===== src/rtl/retro_sram_pkg.sv =====
// Shared types and width helpers for the retro SRAM arbiter.
// Holds the sequencer state enum and index/counter width functions.
package retro_sram_pkg;

    typedef enum logic [1:0] {
        IDLE,
        ACCESS,
        DONE
    } sram_arb_state_t;

    // Width of a requester index; never narrower than one bit.
    function automatic int rr_idx_width(input int n);
        return (n > 1) ? $clog2(n) : 1;
    endfunction

    // Width of a counter that must hold 0..ws.
    function automatic int cnt_width(input int ws);
        return (ws > 0) ? $clog2(ws + 1) : 1;
    endfunction

endpackage


===== src/rtl/retro_rr_picker.sv =====
// Combinational round-robin picker: searches from last_i+1 upward.
// Ports: req_i request vector, last_i previous winner, grant_o one-hot, idx_o index.
module retro_rr_picker
    import retro_sram_pkg::*;
#(
    parameter  int N  = 4,
    localparam int IW = rr_idx_width(N)
) (
    input  logic [N-1:0]  req_i,
    input  logic [IW-1:0] last_i,
    output logic [N-1:0]  grant_o,
    output logic [IW-1:0] idx_o
);

    int   p;
    logic hit;

    // Walk N positions starting after last_i; the modulo keeps
    // non-power-of-two port counts wrapping back to port 0.
    always_comb begin
        grant_o = '0;
        idx_o   = '0;
        hit     = 1'b0;
        p       = 0;
        for (int k = 1; k <= N; k++) begin
            p = (int'(last_i) + k) % N;
            if (!hit && req_i[p[IW-1:0]]) begin
                hit                 = 1'b1;
                grant_o[p[IW-1:0]]  = 1'b1;
                idx_o               = p[IW-1:0];
            end
        end
    end

endmodule


===== src/rtl/retro_sram_arbiter.sv =====
// Round-robin arbiter and access sequencer sharing one async SRAM.
// Ports: per-requester Access/Write/Address/Din in, Dout/Ready/DataReady out;
// Sram* pins to the device, all outputs registered.
module retro_sram_arbiter
    import retro_sram_pkg::*;
#(
    parameter int Requesters      = 4,
    parameter int AddressBusWidth = 16,
    parameter int DataBusWidth    = 8,
    parameter int WaitStates      = 1
) (
    input  logic                                         Clk_i,
    input  logic                                         Reset_n_i,
    input  logic [Requesters-1:0]                        Access_i,
    input  logic [Requesters-1:0]                        Write_i,
    input  logic [Requesters-1:0][AddressBusWidth-1:0]   Address_i,
    input  logic [Requesters-1:0][DataBusWidth-1:0]      Din_i,
    output logic [Requesters-1:0][DataBusWidth-1:0]      Dout_o,
    output logic [Requesters-1:0]                        Ready_o,
    output logic [Requesters-1:0]                        DataReady_o,
    output logic [AddressBusWidth-1:0]                   SramAddress_o,
    output logic                                         SramEnable_o,
    output logic                                         SramWrite_o,
    output logic [DataBusWidth-1:0]                      SramDout_o,
    input  logic [DataBusWidth-1:0]                      SramDin_i
);

    localparam int IW = rr_idx_width(Requesters);
    localparam int CW = cnt_width(WaitStates);

    // Last starts at the top port so port 0 has first priority.
    localparam logic [IW-1:0] LastInit = IW'(Requesters - 1);
    localparam logic [CW-1:0] CntInit  = CW'(WaitStates);
    localparam logic [CW-1:0] CntOne   = CW'(1);

    sram_arb_state_t state_q;

    logic [IW-1:0]   win_q;
    logic [IW-1:0]   last_q;
    logic [CW-1:0]   cnt_q;

    logic [AddressBusWidth-1:0] addr_q;
    logic [DataBusWidth-1:0]    sdo_q;
    logic                       en_q;
    logic                       swr_q;

    logic [Requesters-1:0][DataBusWidth-1:0] dout_q;
    logic [Requesters-1:0]                   ready_q;
    logic [Requesters-1:0]                   drdy_q;

    logic [Requesters-1:0] grant_oh;
    logic [IW-1:0]         grant_idx;

    retro_rr_picker #(
        .N (Requesters)
    ) u_picker (
        .req_i   (Access_i),
        .last_i  (last_q),
        .grant_o (grant_oh),
        .idx_o   (grant_idx)
    );

    always_ff @(posedge Clk_i or negedge Reset_n_i) begin
        if (!Reset_n_i) begin
            state_q <= IDLE;
            win_q   <= '0;
            last_q  <= LastInit;
            cnt_q   <= '0;
            addr_q  <= '0;
            sdo_q   <= '0;
            en_q    <= 1'b0;
            swr_q   <= 1'b0;
            dout_q  <= '0;
            ready_q <= '1;
            drdy_q  <= '0;
        end else begin
            unique case (state_q)
                IDLE: begin
                    if (|Access_i) begin
                        win_q   <= grant_idx;
                        addr_q  <= Address_i[grant_idx];
                        sdo_q   <= Din_i[grant_idx];
                        swr_q   <= Write_i[grant_idx];
                        en_q    <= 1'b1;
                        cnt_q   <= CntInit;
                        ready_q <= ~grant_oh;
                        state_q <= ACCESS;
                    end
                end
                ACCESS: begin
                    if (cnt_q == '0) begin
                        // swr_q still holds the latched direction here.
                        if (!swr_q) begin
                            dout_q[win_q] <= SramDin_i;
                        end
                        en_q          <= 1'b0;
                        swr_q         <= 1'b0;
                        drdy_q[win_q] <= 1'b1;
                        state_q       <= DONE;
                    end else begin
                        cnt_q <= cnt_q - CntOne;
                    end
                end
                DONE: begin
                    // Address and data stay put to give the device hold time.
                    drdy_q  <= '0;
                    ready_q <= '1;
                    last_q  <= win_q;
                    state_q <= IDLE;
                end
                default: begin
                    state_q <= IDLE;
                end
            endcase
        end
    end

    assign Dout_o        = dout_q;
    assign Ready_o       = ready_q;
    assign DataReady_o   = drdy_q;
    assign SramAddress_o = addr_q;
    assign SramEnable_o  = en_q;
    assign SramWrite_o   = swr_q;
    assign SramDout_o    = sdo_q;

endmodule


===== config.mk =====
export PLATFORM = sky130hd
export DESIGN_NAME = retro_sram_arbiter
export DESIGN_NICKNAME = d
export VERILOG_FILES = /design/src/rtl/retro_sram_pkg.sv /design/src/rtl/retro_rr_picker.sv /design/src/rtl/retro_sram_arbiter.sv
export SDC_FILE = /design/constraint.sdc
export NUM_CORES = 1
export LEC_CHECK = 0
export CAP_MARGIN = 20
export CORE_MARGIN = 8
export CORE_UTILIZATION = 41
export CTS_BUF_LIST = sky130_fd_sc_hd__clkbuf_4 sky130_fd_sc_hd__clkbuf_8 sky130_fd_sc_hd__clkbuf_16
export DETAILED_ROUTE_END_ITERATION = 10
export GPL_ROUTABILITY_DRIVEN = 0
export GPL_TIMING_DRIVEN = 0
export HOLD_SLACK_MARGIN = 0.1
export PLACE_DENSITY = 0.92
export SETUP_SLACK_MARGIN = 0.05
export SLEW_MARGIN = 20
export SYNTH_ARGS = -nofsm -noshare
export SYNTH_HDL_FRONTEND = slang
export SYNTH_SLANG_ARGS = --single-unit

===== constraint.sdc =====
create_clock -name Clk_i -period 6.3 [get_ports Clk_i]
set_input_delay 1.26 -clock Clk_i [delete_from_list [all_inputs] [get_ports Clk_i]]
set_output_delay 1.26 -clock Clk_i [all_outputs]
set_load 0.03 [all_outputs]

Word-level counts from Yosys, hierarchy flattened
Index checks and enable logic that the tools add are counted.
- logic and storage cells: 116
- output and inout bits: 66
- register bits: 73
- ROM bits: 0
- bits in writable memories: 0
- input bits: 114
- memories kept: 0
- latch bits: 0
- $mul: 0
- add/subtract/negate cells: 5
- bitwise gates (word level): 7
- shifts and indexed selects: 0
- muxes and demuxes: 52
- order comparisons: 11
- reductions and logical operators: 23
- equality and inequality tests: 4
- div/mod/pow operators: 0
- operators with widths (cell ; number):
    $bmux W16 S2 ; 1
    $bwmux W32 ; 1
    $mux W4 ; 6
    $lt A2 B3 Y1 const B ; 6
    $mux W1 ; 17
    $bmux W8 S2 ; 1
    $demux W8 S2 ; 1
    $mux W16 ; 1
    $mux W8 ; 2
    $or A4 B4 Y4 ; 4
    $pmux W4 S2 ; 2
    $mux W2 ; 6
    $bmux W1 S2 ; 5
    $demux W1 S2 ; 5
    $ge A2 B1 Y1 const B ; 5
    $reduce_and A2 Y1 ; 5
    $logic_and A1 B1 Y1 ; 8
    $pmux W1 S2 ; 3
    $reduce_and A3 Y1 ; 2
    $reduce_bool A2 Y1 ; 3
    $add A2 B1 Y2 const B ; 2
    $add A2 B2 Y2 const B ; 2
    $ne A2 B2 Y1 const B ; 2
    $not A4 Y4 ; 1
    8 further kinds ; 11

Logic depth before layout (Yosys ltp)
Gate-level depths: netlist of run 1.
- depth after elaboration: 17
- mapped depth: 13

Modules after synthesis
A second synthesis of run 1 with hierarchy kept.
- cell total of the unflattened synthesis: 274
- area, all modules: 4060.1 µm²
- by module, submodules not included (module ; area an instance (µm²) ; cells each ; instances ; seq. area each (µm²)):
    retro_sram_arbiter ; 3569.7 ; 215 ; 1 ; 1834.3
    retro_rr_picker ; 490.5 ; 59 ; 1 ; 0.0

Worst setup path after synthesis of run 1
OpenSTA, ideal clock, no wires.
- path type: input to register
- start point: input port Access_i[0]
- end point: register addr_q[0] (netlist: SramAddress_o[0])
- data arrival time: 3.018 ns
- stages on the path: 9
- slack: 3.139 ns
- data required time: 6.158 ns
- cell sequence: buf_2 > mux4_2 > nor2b_4 > a21boi_1 > o32a_1 > buf_6 > buf_6 > mux2i_1 > o221ai_1
- cells in the longest elaborated chain, start to end: 14
- RTL lines (element ; RTL line ; RTL):
    start, declared ; retro_sram_arbiter.sv:14 ; input logic [Requesters-1:0] Access_i,
    $bmux W1 S2 ; retro_rr_picker.sv:27 ; if (!hit && req_i[p[IW-1:0]]) begin
    $mux W1 (not written as such) ; retro_rr_picker.sv:27 ;
    $mux W1 ; retro_rr_picker.sv:27 ;
    $logic_not A1 Y1 ; retro_rr_picker.sv:27 ;
    $logic_and A1 B1 Y1 ; retro_rr_picker.sv:27 ;
    $mux W1 ; retro_rr_picker.sv:27 ;
    $logic_not A1 Y1 ; retro_rr_picker.sv:27 ;
    $logic_and A1 B1 Y1 ; retro_rr_picker.sv:27 ;
    $mux W1 ; retro_rr_picker.sv:27 ;
    $logic_not A1 Y1 ; retro_rr_picker.sv:27 ;
    $logic_and A1 B1 Y1 ; retro_rr_picker.sv:27 ;
    $mux W2 ; retro_rr_picker.sv:27 ;
    $bmux W16 S2 ; retro_sram_arbiter.sv:81 ; addr_q <= Address_i[grant_idx];
    $mux W16 (not written as such) ; retro_sram_arbiter.sv:81 ;
    end signal, assigned ; retro_sram_arbiter.sv:81 ;
    end, declared ; retro_sram_arbiter.sv:42 ; logic [AddressBusWidth-1:0] addr_q;
Several ways; a longest one is shown, not always the timed one. The select of a mux whose other input is x is not followed.
A chain may end at the register's enable or synchronous reset.

Worst setup path after layout of run 1
- start point: register last_q[0]
- end point: register addr_q[6] (netlist: SramAddress_o[6])
- cells in the longest elaborated chain, start to end: 15
- RTL lines (element ; RTL line ; RTL):
    start, declared ; retro_sram_arbiter.sv:39 ; logic [IW-1:0] last_q;
    start signal, assigned ; retro_sram_arbiter.sv:67 ; last_q <= LastInit;
    start signal, assigned ; retro_sram_arbiter.sv:108 ; last_q <= win_q;
    $add A2 B1 Y2 ; retro_rr_picker.sv:26 ; p = (int'(last_i) + k) % N;
    $bmux W1 S2 ; retro_rr_picker.sv:27 ;
    $mux W1 (not written as such) ; retro_rr_picker.sv:27 ;
    $mux W1 ; retro_rr_picker.sv:27 ;
    $logic_not A1 Y1 ; retro_rr_picker.sv:27 ;
    $logic_and A1 B1 Y1 ; retro_rr_picker.sv:27 ;
    $mux W1 ; retro_rr_picker.sv:27 ;
    $logic_not A1 Y1 ; retro_rr_picker.sv:27 ;
    $logic_and A1 B1 Y1 ; retro_rr_picker.sv:27 ;
    $mux W1 ; retro_rr_picker.sv:27 ;
    $logic_not A1 Y1 ; retro_rr_picker.sv:27 ;
    $logic_and A1 B1 Y1 ; retro_rr_picker.sv:27 ;
    $mux W2 (*) ; retro_rr_picker.sv:27 ;
    $bmux W16 S2 (*) ; retro_sram_arbiter.sv:81 ;
    $mux W16 (not written as such) (*) ; retro_sram_arbiter.sv:81 ;
Mark *: on every way between the ends. The rest lies on a longest branch, timed or not. The select of a mux whose other input is x is not followed.

==> impl_metrics.ini, run 1 <==
[status]
status = finished, final reports clean

[global_route]
overflow = 0
grt_max_degree = 60
grt_pass1_vias = 3898
antenna_found_initial = 0
grt_first_pass_wirelength_mm = 20.5
track_usage_pct = 20.2

[pwr]
netSwitchingFraction_pct = 46.0
ir_worst_vdd_uv = 365
p_sw_mw = 1.69
power.density_nw_per_um2 = 612
internal_power_mw = 1.98
power_frac_seq_pct = 23.8
leakage_nw = 2.64
pwr-share-comb_pct = 66.8
power_frac_clock_pct = 9.4

[clock_tree]
ctsRootBufferMaster = clkbuf_8
insertion_delay_ps = 350
ctsResizeCount = 0
cts_made_buffers = 9
htree_levels = 3
cts_sinks = 73
cts_setup_buffers = 0
cts_tree = yes
cts_max_path_buffers = 2
clk_pin_slew_worst_paths_ps = 80
holdBufCountCts = 0

[sta]
timing.final.max_slew_violations = 0
hold_violations = 0
fin_worst_skew_ps = 11.3
fin_crit_sh_pct = 59.5
period_minus_slack_ps = 3750
holdWs_ps = 487
finalSetupViolations = 0
timing.final.ws_setup_ps = 2550
setup-tns-final_ps = 0
worst_pin_slew_ps = 611
grt_setup_unrepaired = false
fmax_mhz = 267
relSlewSlack_pct = 59.2

[drt]
vias = 3521
first_pass_iters = 7
postRouteAntennaNets = 0
first_iter_violations = 159
avgViaCountPerCell = 5.51
routed_wl_mm = 12.9
wl_per_cell_microns = 20.2
drc = 0

[floorplanning]
dieArea_sq_um = 12800
initial_core_util_pct = 42.2
row_count = 35
die_width_microns = 113
die_y_microns = 113
core_area_sq_um = 9200
ios = 180

[placed_design]
dpl_cell_area_sq_um = 5830
portBuffers = 178
dp_hpwl_mm = 10.2
post-place-cells = 623
pre_cts_ws_ps = 2250

[yosys]
ys.warnings.count = 0
ys_async_sr_fraction_pct = 100
synth.distinct_cells = 42
syn_nets = 455
synth_ff_type = dfrtp_1
seq_area_frac_synth_pct = 47.2
syn_area_sq_um = 3880
avgSynthCellArea_sq_um = 11.7
synth_cells = 333
ys_seq_elements = 73
synth_edf_count = 0

[setup_path]
critPathLaunchType = flip-flop
end_kind = flip-flop
path_max_fanout = 10
cp_slowest_cell = dfstp_2
required_ps = 6550
cp_data_arrival_time_ps = 3990
slowest_delay_ps = 590
crit_family = compound AO/OA/AOI/OAI gates
crit_buf_inv = 6
path_cells = buf_6 -> buf_2 -> inv_1 -> ha_1 -> buf_2 -> nand2b_1 -> nand3_1 -> a21boi_1 -> o21ai_0 -> a21o_1 -> clkbuf_1 -> clkbuf_1 -> o221ai_1
worstSetupPathType = reg2reg

[finish]
final_common_cell = clkdlybuf4s50_1
mostFrequentLayoutCells = 177 x clkdlybuf4s50_1, 67 x dfrtp_1, 52 x mux2i_1
antenna_cells = 0
fin_area_sq_um = 6010
layout-drive-gt1-share_pct = 14.6
fin_nets = 645
final_cells = 639
area_delta_synth_final_pct = 54.9

[hold_path]
min_path_type = reg2reg

[run]
cap_violations = 0
layout make-up:
| type | count | area (sq um) |
|---|---|---|
| clock inverters | 6 | 48.8 |
| flip-flops and latches | 73 | 1830 |
| multi-input cells | 231 | 1880 |
| inverters | 5 | 18.8 |
| well taps | 111 | 139 |
| repair buffers | 179 | 1810 |
| fillers | 701 | 3180 |
| plain buffers | 24 | 150 |
| clock buffers | 10 | 138 |
power by group through the flow:
stage                     clock [mW]  combinational [mW]  sequential [mW]
after global routing           0.372                2.61            0.907
after detailed placement           0                2.45            0.879
final                          0.345                2.46            0.876
after global placement             0                2.39            0.865
after floorplan                    0                1.19             1.28
after CTS                      0.350                2.46            0.875
per-layer routing:
layer	up-vias	routed length (microns)	track usage, %	part of all wire, %
met5	-	0	0	0
met4	0	349	8.61	2.7
met3	28	977	6.50	7.6
met2	166	6690	35.5	52
met1	1711	4860	21.8	38
li1	1616	-	-	-
sequential cells by signal, summed over array words and instances (netlist names), 2 cells and up:
register / count
Dout_o: 32
SramAddress_o: 16
SramDout_o: 8
DataReady_o: 4
Ready_o: 4
last_q: 2
state_q: 2
win_q: 2
cell usage after synthesis (4+ instances only):
library cell	n	area [sq um]
o211ai_1	4	30.0
dfstp_2	6	158
inv_1	5	18.8
dfrtp_1	67	1680
mux2i_1	52	521
o21ai_0	8	40.0
nand2_1	42	158
buf_6	7	78.8
ha_1	8	100
nand3_1	4	20.0
a22oi_1	8	60.1
a21oi_1	4	20.0
o221ai_1	25	219
clkbuf_1	10	37.5
nor2_1	8	30.0
mux2_2	35	394
buf_2	5	25.0
final timing paths:
| check | slack, ps | end | cells after the start | from |
|---|---|---|---|---|
| min in group asynchronous | 760 | Dout_o[4]$_DFFE_PN0P_ | 1 | Reset_n_i |
| worst max register to register | 2550 | SramAddress_o[6]$_DFFE_PN0P_ | 13 | last_q[0]$_DFFE_PN1P_ |
| max in group asynchronous | 4920 | last_q[1]$_DFFE_PN1P_ | 2 | Reset_n_i |
| worst min register to register | 490 | state_q[0]$_DFFE_PN0P_ | 1 | state_q[1]$_DFFE_PN0P_ |
| worst max-delay path | 2550 | SramAddress_o[6]$_DFFE_PN0P_ | 13 | last_q[0]$_DFFE_PN1P_ |
| worst min-delay path | 490 | state_q[0]$_DFFE_PN0P_ | 1 | state_q[1]$_DFFE_PN0P_ |
worst register-to-register path, cell delays in order, from the launching register on:
cell	delay, ps
dfstp_2	590
buf_6	150
buf_2	220
inv_1	150
ha_1	320
buf_2	180
nand2b_1	170
nand3_1	100
a21boi_1	530
o21ai_0	250
a21o_1	220
clkbuf_1	190
clkbuf_1	290
o221ai_1	280
kinds of logic after synthesis:
group | Yosys count | share of synthesized area [%]
flops | 73 | 47.2
fa+ha+maj | 8 | 2.58
mux | 89 | 24.7
simple gates | 69 | 8.19
compound gates | 65 | 12.9
buf+inv | 29 | 4.35
per-stage QoR:
stage | power, mW | utilization, %
2_1_floorplan | 2.47 | -
3_3_place_gp | 3.25 | 63.1
3_5_place_dp | 3.33 | 63.4
4_1_cts | 3.69 | 65.4
5_1_grt | 3.89 | 65.4
6_report | 3.68 | 65.4
No activity file was read; power rests on OpenSTA's default activity.
==> inputs of run 2 (changes only) <==
Clock period 6.3 ns to 3.61 ns, I/O delays scaled along.
==> run 2 against run 1 <==
Power rose by 75%. Design area is 0.12% higher. Clock power increased by 74%. Global-route usage hardly changed. Via count hardly changed. Register-to-register slack got worse by 2400 ps. Critical endpoint unchanged. Largest power group unchanged.
==> impl_metrics.ini, run 2 (synthesis results as in run 1) <==
[status]
status = finished, final reports clean

[pwr]
leakage_nw = 2.65
power.density_nw_per_um2 = 1070
ir_worst_vdd_uv = 636

[setup_path]
required_ps = 3810
crit_buf_inv = 6
path_max_fanout = 10
startpoint = last_q[0]$_DFFE_PN1P_
worstSetupPathType = reg2reg
cp_data_arrival_time_ps = 3620
r2r_start = last_q[0]$_DFFE_PN1P_
crit_family = buffers and inverters
crit_top_cell = buf_6
critPathLaunchType = flip-flop
end_kind = flip-flop
cp_slowest_cell = dfstp_2
path_cells = buf_6 -> clkbuf_4 -> inv_2 -> ha_1 -> buf_2 -> mux4_2 -> nor2b_4 -> a21boi_1 -> o32a_1 -> buf_6 -> buf_6 -> mux2i_1 -> o221ai_1
slowest_delay_ps = 590

[finish]
antenna_cells = 0
fin_area_sq_um = 6020
layout-drive-gt1-share_pct = 15.7
largest_reg_flops = 32
final_common_cell = clkdlybuf4s50_1
area_delta_synth_final_pct = 55.1
fin_nets = 644
mostFrequentLayoutCells = 177 x clkdlybuf4s50_1, 67 x dfrtp_1, 52 x mux2i_1

[clock_tree]
htree_levels = 3
cts_made_buffers = 9
clk_pin_slew_worst_paths_ps = 90
holdBufCountCts = 0
ctsRootBufferMaster = clkbuf_8
cts_sinks = 73
cts_max_path_buffers = 2
insertion_delay_ps = 350
cts_tree = yes
cts_setup_buffers = 0

[sta]
relSlewSlack_pct = 61.3
grt_setup_unrepaired = false
timing.final.max_slew_violations = 0
timing.final.ws_setup_ps = 188
period_minus_slack_ps = 3420
fin_worst_skew_ps = 11.7
fmax_mhz = 292
worst_pin_slew_ps = 580
fin_crit_sh_pct = 94.8
finalSetupViolations = 0
holdWs_ps = 228
hold_violations = 0

[run]
cap_violations = 0

[placed_design]
portBuffers = 178
dpl_cell_area_sq_um = 5830
dp_hpwl_mm = 10.2
pre_cts_ws_ps = -86.3

[floorplanning]
die_y_microns = 113
core_area_sq_um = 9200
dieArea_sq_um = 12800
initial_core_util_pct = 42.2
die_width_microns = 113
ios = 180
row_count = 35

[drt]
routed_wl_mm = 12.9
wl_per_cell_microns = 20.2
vias = 3524
postRouteAntennaNets = 0
first_iter_violations = 115
avgViaCountPerCell = 5.52
first_pass_iters = 4
drc = 0

[global_route]
antenna_found_initial = 0
overflow = 0
track_usage_pct = 20.2
grt_pass1_vias = 3896
grt_max_degree = 60
grt_first_pass_wirelength_mm = 20.5

[hold_path]
min_path_type = in2async
-- run 2: cell types whose count changed in the layout (fill, tap and decap cells not counted), sizes merged --
| cell | change |
|---|---|
| buf | -1 |
-- run 2: routing by layer --
layer  vias to the layer above  share of wire, %  track usage (%)
li1                       1612                 -                -
met1                      1714                37             21.9
met2                       172                52             35.6
met3                        26               8.0             6.50
met4                         0               2.6             8.61
met5                         -                 0                0
-- run 2: final cells by class --
type                            instances  area (sq um)
Sequential cell                        73          1830
Buffer                                 23           154
Timing Repair Buffer                  179          1810
Fill cell                             699          3170
Clock buffer                           10           138
Inverter                                5          18.8
Tap cell                              111           139
Multi-Input combinational cell        231          1880
Clock inverter                          6          48.8
-- run 2: path summary, 6_finish.rpt --
kind / endpoint / slack (ps) / cells past startpoint
min in group Clk_i: state_q[0]$_DFFE_PN0P_ / 490 / 1
max in group asynchronous: last_q[1]$_DFFE_PN1P_ / 2760 / 2
worst max register to register: SramAddress_o[6]$_DFFE_PN0P_ / 190 / 13
worst max-delay path: SramAddress_o[6]$_DFFE_PN0P_ / 190 / 13
worst min register to register: state_q[0]$_DFFE_PN0P_ / 490 / 1
worst min-delay path: Dout_o[4]$_DFFE_PN0P_ / 230 / 1
-- run 2: report_power, final --
part | total [mW] | switching, mW | internal (mW)
registers | 1.53 | 0.257 | 1.27
logic | 4.30 | 2.37 | 1.93
clock network | 0.602 | 0.328 | 0.274
total | 6.43 | 2.95 | 3.47
-- run 2: repair_timing --
item,in CTS,in global routing
gates resized for setup,3,6
endpoints found under the setup margin,21,26
pin swaps,0,0
-- run 2: worst register-to-register path, stage by stage, from the launching register on --
cell and delay (ps):
dfstp_2 590, buf_6 150, clkbuf_4 200, inv_2 90, ha_1 280, buf_2 200
mux4_2 370, nor2b_4 170, a21boi_1 140, o32a_1 360, buf_6 150, buf_6 160
mux2i_1 230, o221ai_1 180
-- run 2: stage by stage --
stage          std cells  utilization (%)  TNS [ps]  power, mW
2_1_floorplan        333                -         0       4.32
3_3_place_gp         622             63.1    -33790       5.67
3_5_place_dp         623             63.4      -653       5.82
4_1_cts              639             65.5         0       6.45
5_1_grt              638             65.5         0       6.79
6_report             638             65.5         0       6.43
==> inputs of run 3 (changes only) <==
Settings changed: CORE_UTILIZATION 41 to 42, GPL_TIMING_DRIVEN 0 to unset, PLACE_DENSITY 0.92 to 0.93.
==> run 3 against run 2 <==
Sequential cell count is the same. Clock skew hardly changed. Combinational power shrank 5.1%. Largest cell class is now multi-input combinational cells.
==> impl_metrics.ini, run 3 (synthesis results as in run 1) <==
[setup_path]
slowest_delay_ps = 640
path_max_fanout = 51
cp_slowest_cell = mux4_2
worstSetupPathType = in2reg
crit_family = multiplexers
reg2reg_depth = 9
critPathLaunchType = primary input
r2r_start = last_q[0]$_DFFE_PN1P_
cp_data_arrival_time_ps = 3300
end_kind = flip-flop
crit_buf_inv = 2
r2r_slack_ps = 580
rr_endpoint = SramAddress_o[7]$_DFFE_PN0P_
path_cells = clkdlybuf4s50_1 -> mux4_2 -> nor2b_4 -> a21boi_1 -> o32a_2 -> buf_12 -> mux2i_1 -> o221ai_1
required_ps = 3810

[floorplanning]
ios = 180
dieArea_sq_um = 12600
die_width_microns = 112
core_area_sq_um = 9110
die_y_microns = 112
row_count = 35
initial_core_util_pct = 42.6

[placed_design]
portBuffers = 179
dp_hpwl_mm = 9.64
post-place-cells = 607

[clock_tree]
insertion_delay_ps = 340
cts_setup_buffers = 0
holdBufCountCts = 0
ctsResizeCount = 0
htree_levels = 3
cts_max_path_buffers = 2
cts_tree = yes
ctsRootBufferMaster = clkbuf_8
cts_sinks = 73
clk_pin_slew_worst_paths_ps = 80
cts_made_buffers = 9

[sta]
hold_violations = 0
fin_crit_sh_pct = 85.9
fin_worst_skew_ps = 12.1
worst_pin_slew_ps = 785
relSlewSlack_pct = 47.7
finalSetupViolations = 0
setup-tns-final_ps = 0
timing.final.max_slew_violations = 0
holdWs_ps = 457
period_minus_slack_ps = 3100
fmax_mhz = 323
grt_setup_unrepaired = false

[global_route]
grt_max_degree = 52
grt_pass1_vias = 3792
overflow = 0
antenna_found_initial = 0
track_usage_pct = 19.6
grt_first_pass_wirelength_mm = 19.6

[status]
status = finished, final reports clean

[run]
cap_violations = 0

[finish]
largest_reg_flops = 32
finish.utilization_pct = 65.4
area_delta_synth_final_pct = 53.4
final_cells = 623
fillCellCount = 693
antenna_cells = 0
layout-drive-gt1-share_pct = 14.1
final_common_cell = clkdlybuf4s50_1
mostFrequentLayoutCells = 178 x clkdlybuf4s50_1, 67 x dfrtp_1, 52 x mux2i_1
fin_nets = 629

[drt]
postRouteAntennaNets = 0
first_iter_violations = 109
drc = 0
avgViaCountPerCell = 5.54
first_pass_iters = 5
wl_per_cell_microns = 20.1
routed_wl_mm = 12.5
vias = 3452

[pwr]
power.density_nw_per_um2 = 1050
ir_worst_vdd_uv = 625
leakage_nw = 2.62

[hold_path]
min_path_type = in2async
==> run 3: changes by cell type in the layout (fill, tap and decap cells not counted), moves of 2 or more <==
cell        previous run  this run
buf_12                 0         2
buf_2                  4         1
buf_4                  1         6
buf_6                  7         0
clkbuf_1               5         0
clkbuf_2               5         0
clkinv_4               1         3
clkinvlp_4             3         0
==> run 3: metal layers <==
| layer | track usage (%) | share of wire (%) | routed length [microns] |
|---|---|---|---|
| met5 | 0 | 0 | 0 |
| met4 | 8.27 | 2.9 | 366 |
| met3 | 5.42 | 6.5 | 812 |
| met2 | 36.5 | 55 | 6910 |
| met1 | 20.0 | 36 | 4450 |
==> run 3: metrics by stage <==
step / area, sq um / setup WS, ps / total power [mW]
2_1_floorplan: 3880 / 551 / 4.32
3_3_place_gp: 5740 / 312 / 5.48
3_5_place_dp: 5740 / 217 / 5.62
4_1_cts: 5960 / 570 / 6.32
5_1_grt: 5960 / 406 / 6.62
6_report: 5960 / 510 / 6.28
==> run 3: worst register-to-register path: stages (launching register included) <==
cell	delay, ps
dfstp_2	530
inv_1	110
ha_1	500
mux4_2	400
nor2b_4	170
a21boi_1	130
o32a_2	390
buf_12	220
mux2i_1	280
o221ai_1	150
==> run 3: area by class of cell <==
class | instances | area [sq um] | share of cell area, %
Multi-Input combinational cell | 231 | 1880 | 31.6
Timing Repair Buffer | 187 | 1870 | 31.4
Sequential cell | 73 | 1830 | 30.8
Tap cell | 111 | 139 | 2.33
Clock buffer | 10 | 138 | 2.31
Clock inverter | 6 | 73.8 | 1.24
Inverter | 5 | 18.8 | 0.315
==> run 3: worst max-delay path by stage <==
stage,startpoint,end,cells after the start
5_1_grt,Access_i[1],SramDout_o[1]$_DFFE_PN0P_,8
6_report,Access_i[1],SramAddress_o[7]$_DFFE_PN0P_,8
2_1_floorplan,last_q[0]$_DFFE_PN1P_,SramAddress_o[10]$_DFFE_PN0P_,13
3_5_place_dp,Access_i[1],SramAddress_o[7]$_DFFE_PN0P_,8
3_3_place_gp,Access_i[1],SramDout_o[1]$_DFFE_PN0P_,8
4_1_cts,Access_i[1],SramAddress_o[7]$_DFFE_PN0P_,8
==> run 3: where the power goes <==
| group | internal (mW) | switching [mW] | total (mW) |
|---|---|---|---|
| Clock | 0.347 | 0.330 | 0.677 |
| Combinational | 1.82 | 2.25 | 4.08 |
| Sequential | 1.27 | 0.257 | 1.53 |
| Total | 3.44 | 2.84 | 6.28 |
